**src/rtl/hs_sink_fifo.sv**
```systemverilog
// hs_sink_fifo -- destination-domain consumer for the async handshake CDC stage.
//
// Each single-cycle hs_valid pulse has its hs_data word stored in a small FIFO.
// A one-cycle hs_ack pulse is returned once the word is in storage. The stored
// words are presented downstream on a registered, first-word-fall-through
// valid/ready stream.
//
// Ports:
//   clk, rst_n        destination clock; asynchronous active-low reset
//   hs_data/hs_valid  incoming word and its one-cycle strobe
//   hs_ack            one-cycle pulse: word stored, the next one may be sent
//   m_data/m_valid    head-of-FIFO word (registered) and its valid flag
//   m_ready           downstream accepts m_data this cycle
//   count             words held in the FIFO (the pending register is not counted)
//   proto_err         sticky: hs_valid arrived while a word was still unacknowledged
//
// Optional feature (macro HS_SINK_STATS_EN):
//   words_rx      saturating count of words written into the FIFO
//   stall_cycles  saturating count of cycles spent in PEND
module hs_sink_fifo #(
    parameter int DATA_W = 8,
    parameter int DEPTH  = 4,
    parameter int CNT_W  = $clog2(DEPTH + 1)
) (
    input  logic              clk,
    input  logic              rst_n,
    input  logic [DATA_W-1:0] hs_data,
    input  logic              hs_valid,
    output logic              hs_ack,
    output logic [DATA_W-1:0] m_data,
    output logic              m_valid,
    input  logic              m_ready,
    output logic [CNT_W-1:0]  count,
    output logic              proto_err
`ifdef HS_SINK_STATS_EN
    ,
    output logic [15:0]       words_rx,
    output logic [15:0]       stall_cycles
`endif
);
    localparam int PTR_W = $clog2(DEPTH);

    typedef enum logic [1:0] {ST_IDLE, ST_PEND, ST_ACK} state_t;

    state_t                        state_q, state_d;
    logic [DEPTH-1:0][DATA_W-1:0]  mem_q, mem_d;
    logic [PTR_W-1:0]              wr_ptr_q, wr_ptr_d, rd_ptr_q, rd_ptr_d;
    logic [CNT_W-1:0]              count_q, count_d;
    logic [DATA_W-1:0]             pend_q, pend_d;
    logic [DATA_W-1:0]             m_data_q, m_data_d;
    logic                          m_valid_q, m_valid_d;
    logic                          ack_q, ack_d;
    logic                          perr_q, perr_d;

    logic                          pop, full, wr_en;
    logic [DATA_W-1:0]             wdata;

    assign pop  = m_valid_q && m_ready;
    assign full = (count_q == CNT_W'(DEPTH));

    always_comb begin
        state_d = state_q;
        pend_d  = pend_q;
        perr_d  = perr_q;
        wr_en   = 1'b0;
        wdata   = hs_data;
        unique case (state_q)
            ST_IDLE: begin
                if (hs_valid) begin
                    // A pop on this edge frees a slot, so a full FIFO can still accept.
                    if (!full || pop) begin
                        wr_en   = 1'b1;
                        state_d = ST_ACK;
                    end else begin
                        pend_d  = hs_data;
                        state_d = ST_PEND;
                    end
                end
            end
            ST_PEND: begin
                if (hs_valid) perr_d = 1'b1;
                if (pop) begin
                    wr_en   = 1'b1;
                    wdata   = pend_q;
                    state_d = ST_ACK;
                end
            end
            ST_ACK: begin
                if (hs_valid) perr_d = 1'b1;
                state_d = ST_IDLE;
            end
            default: state_d = ST_IDLE;
        endcase
        ack_d = (state_d == ST_ACK);
    end

    always_comb begin
        mem_d    = mem_q;
        wr_ptr_d = wr_ptr_q;
        rd_ptr_d = rd_ptr_q;
        if (wr_en) begin
            mem_d[wr_ptr_q] = wdata;
            wr_ptr_d        = wr_ptr_q + PTR_W'(1);
        end
        if (pop) rd_ptr_d = rd_ptr_q + PTR_W'(1);
        count_d   = count_q + CNT_W'(wr_en) - CNT_W'(pop);
        m_valid_d = (count_d != '0);
        // The next head is either already in storage or is the word being
        // written this edge (when the FIFO is left with only that word).
        m_data_d = m_data_q;
        if (count_d != '0)
            m_data_d = (wr_en && rd_ptr_d == wr_ptr_q) ? wdata : mem_q[rd_ptr_d];
    end

    always_ff @(posedge clk or negedge rst_n) begin
        if (!rst_n) begin
            state_q   <= ST_IDLE;
            mem_q     <= '0;
            wr_ptr_q  <= '0;
            rd_ptr_q  <= '0;
            count_q   <= '0;
            pend_q    <= '0;
            m_data_q  <= '0;
            m_valid_q <= 1'b0;
            ack_q     <= 1'b0;
            perr_q    <= 1'b0;
        end else begin
            state_q   <= state_d;
            mem_q     <= mem_d;
            wr_ptr_q  <= wr_ptr_d;
            rd_ptr_q  <= rd_ptr_d;
            count_q   <= count_d;
            pend_q    <= pend_d;
            m_data_q  <= m_data_d;
            m_valid_q <= m_valid_d;
            ack_q     <= ack_d;
            perr_q    <= perr_d;
        end
    end

    assign hs_ack    = ack_q;
    assign m_data    = m_data_q;
    assign m_valid   = m_valid_q;
    assign count     = count_q;
    assign proto_err = perr_q;

`ifdef HS_SINK_STATS_EN
    logic [15:0] words_rx_q, words_rx_d, stall_q, stall_d;

    always_comb begin
        words_rx_d = words_rx_q;
        stall_d    = stall_q;
        if (wr_en && words_rx_q != 16'hFFFF) words_rx_d = words_rx_q + 16'd1;
        if (state_q == ST_PEND && stall_q != 16'hFFFF) stall_d = stall_q + 16'd1;
    end

    always_ff @(posedge clk or negedge rst_n) begin
        if (!rst_n) begin
            words_rx_q <= '0;
            stall_q    <= '0;
        end else begin
            words_rx_q <= words_rx_d;
            stall_q    <= stall_d;
        end
    end

    assign words_rx     = words_rx_q;
    assign stall_cycles = stall_q;
`endif

endmodule

```
**config.mk**
```make
export PLATFORM = sky130hd
export DESIGN_NAME = hs_sink_fifo
export DESIGN_NICKNAME = d
export VERILOG_FILES = /design/src/rtl/hs_sink_fifo.sv
export SDC_FILE = /design/constraint.sdc
export NUM_CORES = 1
export LEC_CHECK = 0
export CORE_MARGIN = 1.5
export CORE_UTILIZATION = 57
export DETAILED_ROUTE_END_ITERATION = 6
export PLACE_DENSITY_LB_ADDON = 0.3
export SLEW_MARGIN = 25
export SYNTH_ARGS = -nofsm -noshare
export SYNTH_HDL_FRONTEND = slang
export SYNTH_SLANG_ARGS = --single-unit
```
**constraint.sdc**
```tcl
create_clock -name clk -period 3.6 [get_ports clk]
set_input_delay 0.36 -clock clk [delete_from_list [all_inputs] [get_ports clk]]
set_output_delay 0.36 -clock clk [all_outputs]
set_load 0.05 [all_outputs]
```
; Word-level counts from Yosys, hierarchy flattened
; Cells that the tools add are included.
[totals]
register_bits = 60
input_bits = 12
out_inout_bits = 14
word_cells = 53
[classes]
add_sub_neg = 4
n_lt_le_gt_ge = 3
eq_ne = 5
mux = 17
n_bitwise = 1
reduce_logical = 10
[op_table]
columns = op, n
row1 = two-way mux 8 bit, 5
row2 = bitwise mux 32 bit, 1
row3 = binary-select mux 8 bit (select 2 bit), 1
row4 = demux 8 bit (select 2 bit), 1
row5 = two-way mux 2 bit, 4
row6 = "less-than comparator 2 x 3 -> 1 bit, second input constant", 2
row7 = "adder 2 x 1 -> 2 bit, second input constant", 2
row8 = "equality test 2 bit, second input constant", 2
row9 = case mux 2 bit (2 select lines), 1
row10 = adder 3 x 1 -> 3 bit, 1
row11 = "equality test 3 bit, second input constant", 1
row12 = logical AND 1 bit, 3
row13 = two-way mux 1 bit, 3
row14 = AND reduction 3 bit, 1
row15 = nonzero test 3 bit, 1
row16 = subtractor 3 x 1 -> 3 bit, 1
row17 = "equality test 2 x 1 -> 1 bit, second input constant", 1
row18 = equality test 2 bit, 1
row19 = ">= comparator 2 x 1 -> 1 bit, second input constant", 1
row20 = logical NOT 2 bit, 1
row21 = case mux 1 bit (2 select lines), 1
row22 = AND reduction 2 bit, 1
row23 = OR reduction 2 bit, 1
row24 = logical NOT 1 bit, 1
row25 = 2 further kinds, 2

; Logic depth before layout (Yosys ltp)
[logic_depth]
word_depth = 9
mapped_depth = 16
mapped_depth_nobuf = 15

; Worst setup path before layout
; OpenSTA, ideal clock, no wires.
[synth_path]
kind = register to register
start = register m_valid_q, in the netlist m_valid
end = register m_data_q[0], in the netlist m_data[0]
setup_ns = 0.126
t_arrival_ns = 3.209
required_time_ns = 3.474
slack_ns = 0.265
path_stages_with_launch = 14
path_buffers = 1
synth_period_minus_slack_ns = 3.335
path_cell_list = dfrtp_1 > nand2_4 > o22ai_4 > inv_1 > ha_1 > inv_1 > ha_1 > fa_1 > xnor2_1 > xnor2_1 > nor3_1 > buf_2 > nor2_1 > a221o_1
[synth_via]
elab_chain_len = 8
word_cells_on_any_way = 17
classes_between = add/sub: 2 / eq/ne: 1 / mux: 10 / reduce/logical: 4
[synth_lines]
columns = item, line
row1 = start: declaration, 51  ; logic m_valid_q, m_valid_d;
row2 = start signal: assignment, 135  ; m_valid_q <= m_valid_d;
row3 = logical AND 1 bit (*), 58  ; assign pop = m_valid_q && m_ready;
row4 = logical OR 1 bit, 71  ; if (!full || pop) begin
row5 = two-way mux 1 bit, 71
row6 = two-way mux 1 bit, 69  ; if (hs_valid) begin
row7 = case mux 1 bit (2 select lines), 67  ; unique case (state_q)
row8 = adder 3 x 1 -> 3 bit, 106  ; count_d = count_q + CNT_W'(wr_en) - CNT_W'(pop);
row9 = subtractor 3 x 1 -> 3 bit (*), 106
row10 = named net count_d[2], 48  ; logic [CNT_W-1:0] count_q, count_d;
row11 = nonzero test 3 bit (*), 111  ; if (count_d != '0)
row12 = end signal: assignment, 134  ; m_data_q <= m_data_d;
row13 = end: declaration, 50  ; logic [DATA_W-1:0] m_data_q, m_data_d;
; The timed path passes the listed nets; every way through them passes the cells marked *. The select of a mux whose other input is x is not followed.
; A chain may end at the register's enable or synchronous reset.

; Worst setup path in the final report
[layout_path]
start = register state_q[0]
end = register m_data_q[1], in the netlist m_data[1]
[layout_via]
elab_chain_len = 5
word_cells_on_any_way = 9
classes_between = add/sub: 2 / eq/ne: 1 / mux: 3 / reduce/logical: 3
[layout_lines]
columns = item, line
row1 = start: declaration, 45  ; state_t state_q, state_d;
row2 = start signal: assignment, 128  ; state_q <= state_d;
row3 = equality test 2 x 1 -> 1 bit or logical NOT 2 bit (tied branches), 67
row4 = case mux 1 bit (2 select lines) (*), 67
row5 = adder 3 x 1 -> 3 bit (*), 106
row6 = subtractor 3 x 1 -> 3 bit (*), 106
row7 = named net count_d[2], 48
row8 = nonzero test 3 bit (*), n/a
row9 = named net m_valid_d, 51
; The timed path passes the listed nets; every way through them passes the cells marked *.

==> reports/results.tsv <==
metric	value	unit
routed_wirelength	4810	um
path_clk_slew	0.06	ns
crit_arrival	3.49	ns
cts_tree	built	
power_density	1040	nW/um^2
yosysTopAreaCell	dfrtp_1	
path_class	reg2reg	
final_nets	294	
synth-main-ff-cell	dfrtp_1	
drive_gt1_frac	0.158	
drtPass1Iterations	4	
hold_path_class	in2async	
ys_seq_area_frac	0.535	
viasPerCell	5.24	
r2r-end	m_data[1]$_DFFE_PN0P_	
grt_pass1_wl	8360	um
root_buffer	clkbuf_8	
overflow	0	
p_seq_frac	0.354	
antenna_cells	0	
yosysUniqueCellTypes	36	
cp-start-kind	register	
ioPinCount	26	
vias	1807	
hold_buffers	0	
clkSinkCount	60	
htreeDepth	3	
syn2layout_area_growth	17.7	%
synthTopCellsByArea	dfrtp_1 (53%), mux4_2 (6.4%), a21oi_1 (6.1%)	
synth_nets	262	
cts_setup_buffers	0	
synth.most_common_cell	dfrtp_1	
combPwrFrac	0.492	
status	completed	
die_y	73.2	um
yosys-top-cells-count	dfrtp_1 (60), a21oi_1 (34), nor2_1 (33)	
layout_min_cycle_time	3.28	ns
postSynthCellCount	241	
syn_area	2810	sq um
start_util	0.594	
hpwl	3450	um
endpoint_kind	register	
max-vdd-ir-drop	459	uV
wire_per_inst	13.9	um
slew_violations	0	
setup_viol	0	
period_share	0.910	
coreArea	4720	sq um
clock_latency	0.33	ns
worst_slew_pin_slew	0.789	ns
ys_ff_latch	60	
skew	0.00515	ns
grt_antenna_before_repair	0	
gp_congestion	0.790	
rsz0062_at_grt	no	
grt_max_degree	38	
fmax	305	MHz
reg2reg_slack	0.32	ns
synth_edf_count	0	
synth_top_area_frac	0.535	
cts-resized-gates	0	
switching_power	1.34	mW
maxSlewHeadroom	0.474	
io_buffers	25	
die_w	73.2	um
worstReg2RegStart	state_q[0]$_DFF_PN0_	
max_cap_violations	0	
hold_viol	0	
row_count	25	
drc	0	
numCtsBuffers	9	
grt_usage	0.212	
worst_r2r_path_depth	15	
drtIter0Drc	141	
synth.avg_cell_area	11.7	sq um
cp.required	3.81	ns
p_int	2.10	mW
path_max_fanout	8	
power	3.44	mW
yosys_warnings	0	
route.antenna.remaining_nets	0	
dieArea	5360	sq um
switching_share	0.390	
cts_buffer_depth	2	
async_flop_share	1.00	
pwr-share-clk	0.155	
grt_pass1_vias	1720	
p_leak	1.49	nW
final.setup.tns	0	ns
power groups by stage:
stage,clock [mW],sequential (mW),combinational (mW)
after detailed placement,0,1.22,1.70
after global placement,0,1.21,1.65
after global routing,0.577,1.25,1.87
after floorplan,0,1.43,1.10
after CTS,0.546,1.21,1.70
final,0.531,1.21,1.69
stage by stage:
step,util,setup slack (ns),std cells,hold slack [ns],cell area (sq um)
2_1_floorplan,-,0.265,241,0.0644,2810
3_3_place_gp,0.662,0.161,329,0.471,3130
3_5_place_dp,0.662,0.0708,329,0.457,3130
4_1_cts,0.700,0.314,345,0.134,3300
5_1_grt,0.700,0.0746,345,0.170,3300
6_report,0.700,0.324,345,0.114,3300
worst max-delay path by stage:
stage	end	depth (start not counted)	from	slack, ns
2_1_floorplan	m_data[0]$_DFFE_PN0P_	13	m_valid$_DFF_PN0_	0.27
3_3_place_gp	m_data[6]$_DFFE_PN0P_	14	hs_valid	0.16
3_5_place_dp	m_data[1]$_DFFE_PN0P_	14	hs_valid	0.07
4_1_cts	m_data[1]$_DFFE_PN0P_	15	state_q[0]$_DFF_PN0_	0.31
5_1_grt	m_data[5]$_DFFE_PN0P_	15	state_q[0]$_DFF_PN0_	0.07
6_report	m_data[1]$_DFFE_PN0P_	15	state_q[0]$_DFF_PN0_	0.32
cell usage in the layout, fill, tap and decap left out, types with 2 or more instances in the layout:
cell type        count
dfrtp_1             60
a21oi_1             34
nor2_1              33
clkdlybuf4s50_1     24
inv_1               19
and2_1              13
clkbuf_8            11
mux2i_1              8
mux2_2               8
mux4_2               8
ha_1                 8
a221o_1              7
buf_4                6
nand2_1              4
o21ai_0              3
xnor2_1              3
clkinv_2             3
nand3_1              2
xor2_1               2
nor3_1               2
cell families after synthesis:
kind of cell,Yosys count,synth area share
fa+ha+maj,9,0.0428
buf+inv,29,0.0455
simple gates,63,0.112
compound gates,50,0.115
mux,24,0.125
xor+xnor,6,0.0254
flops,60,0.535
metal layers:
metal,part of all wire,vias up,GRT usage
li1,-,897,-
met1,0.51,866,0.320
met2,0.44,42,0.288
met3,0.047,2,0.0497
met4,0.0052,0,0.101
met5,0,-,0
area by class of cell:
| cell class | instances | area (sq um) |
|---|---|---|
| Clock inverter | 4 | 23.8 |
| Clock buffer | 12 | 155 |
| Multi-Input combinational cell | 152 | 1180 |
| Fill cell | 341 | 1420 |
| Tap cell | 67 | 83.8 |
| Timing Repair Buffer | 31 | 290 |
| Inverter | 19 | 71.3 |
| Sequential cell | 60 | 1500 |
worst max-delay path, cell delays in order (launching register included):
cell     delay (ns)
dfrtp_1        0.40
inv_1          0.08
ha_1           0.22
a21oi_1        0.12
o22ai_4        0.16
inv_1          0.08
ha_1           0.27
inv_1          0.04
ha_1           0.18
fa_1           0.37
xnor2_1        0.15
xnor2_1        0.14
nor3_1         0.26
inv_1          0.09
and2_1         0.23
a221o_1        0.35
flip-flops by register name (all words and copies together), names as in the netlist, 2 cells and up:
signal	cells
mem_q	32
m_data	8
pend_q	8
count	3
rd_ptr_q	2
state_q	2
wr_ptr_q	2
(Power assumes the default switching activity.)
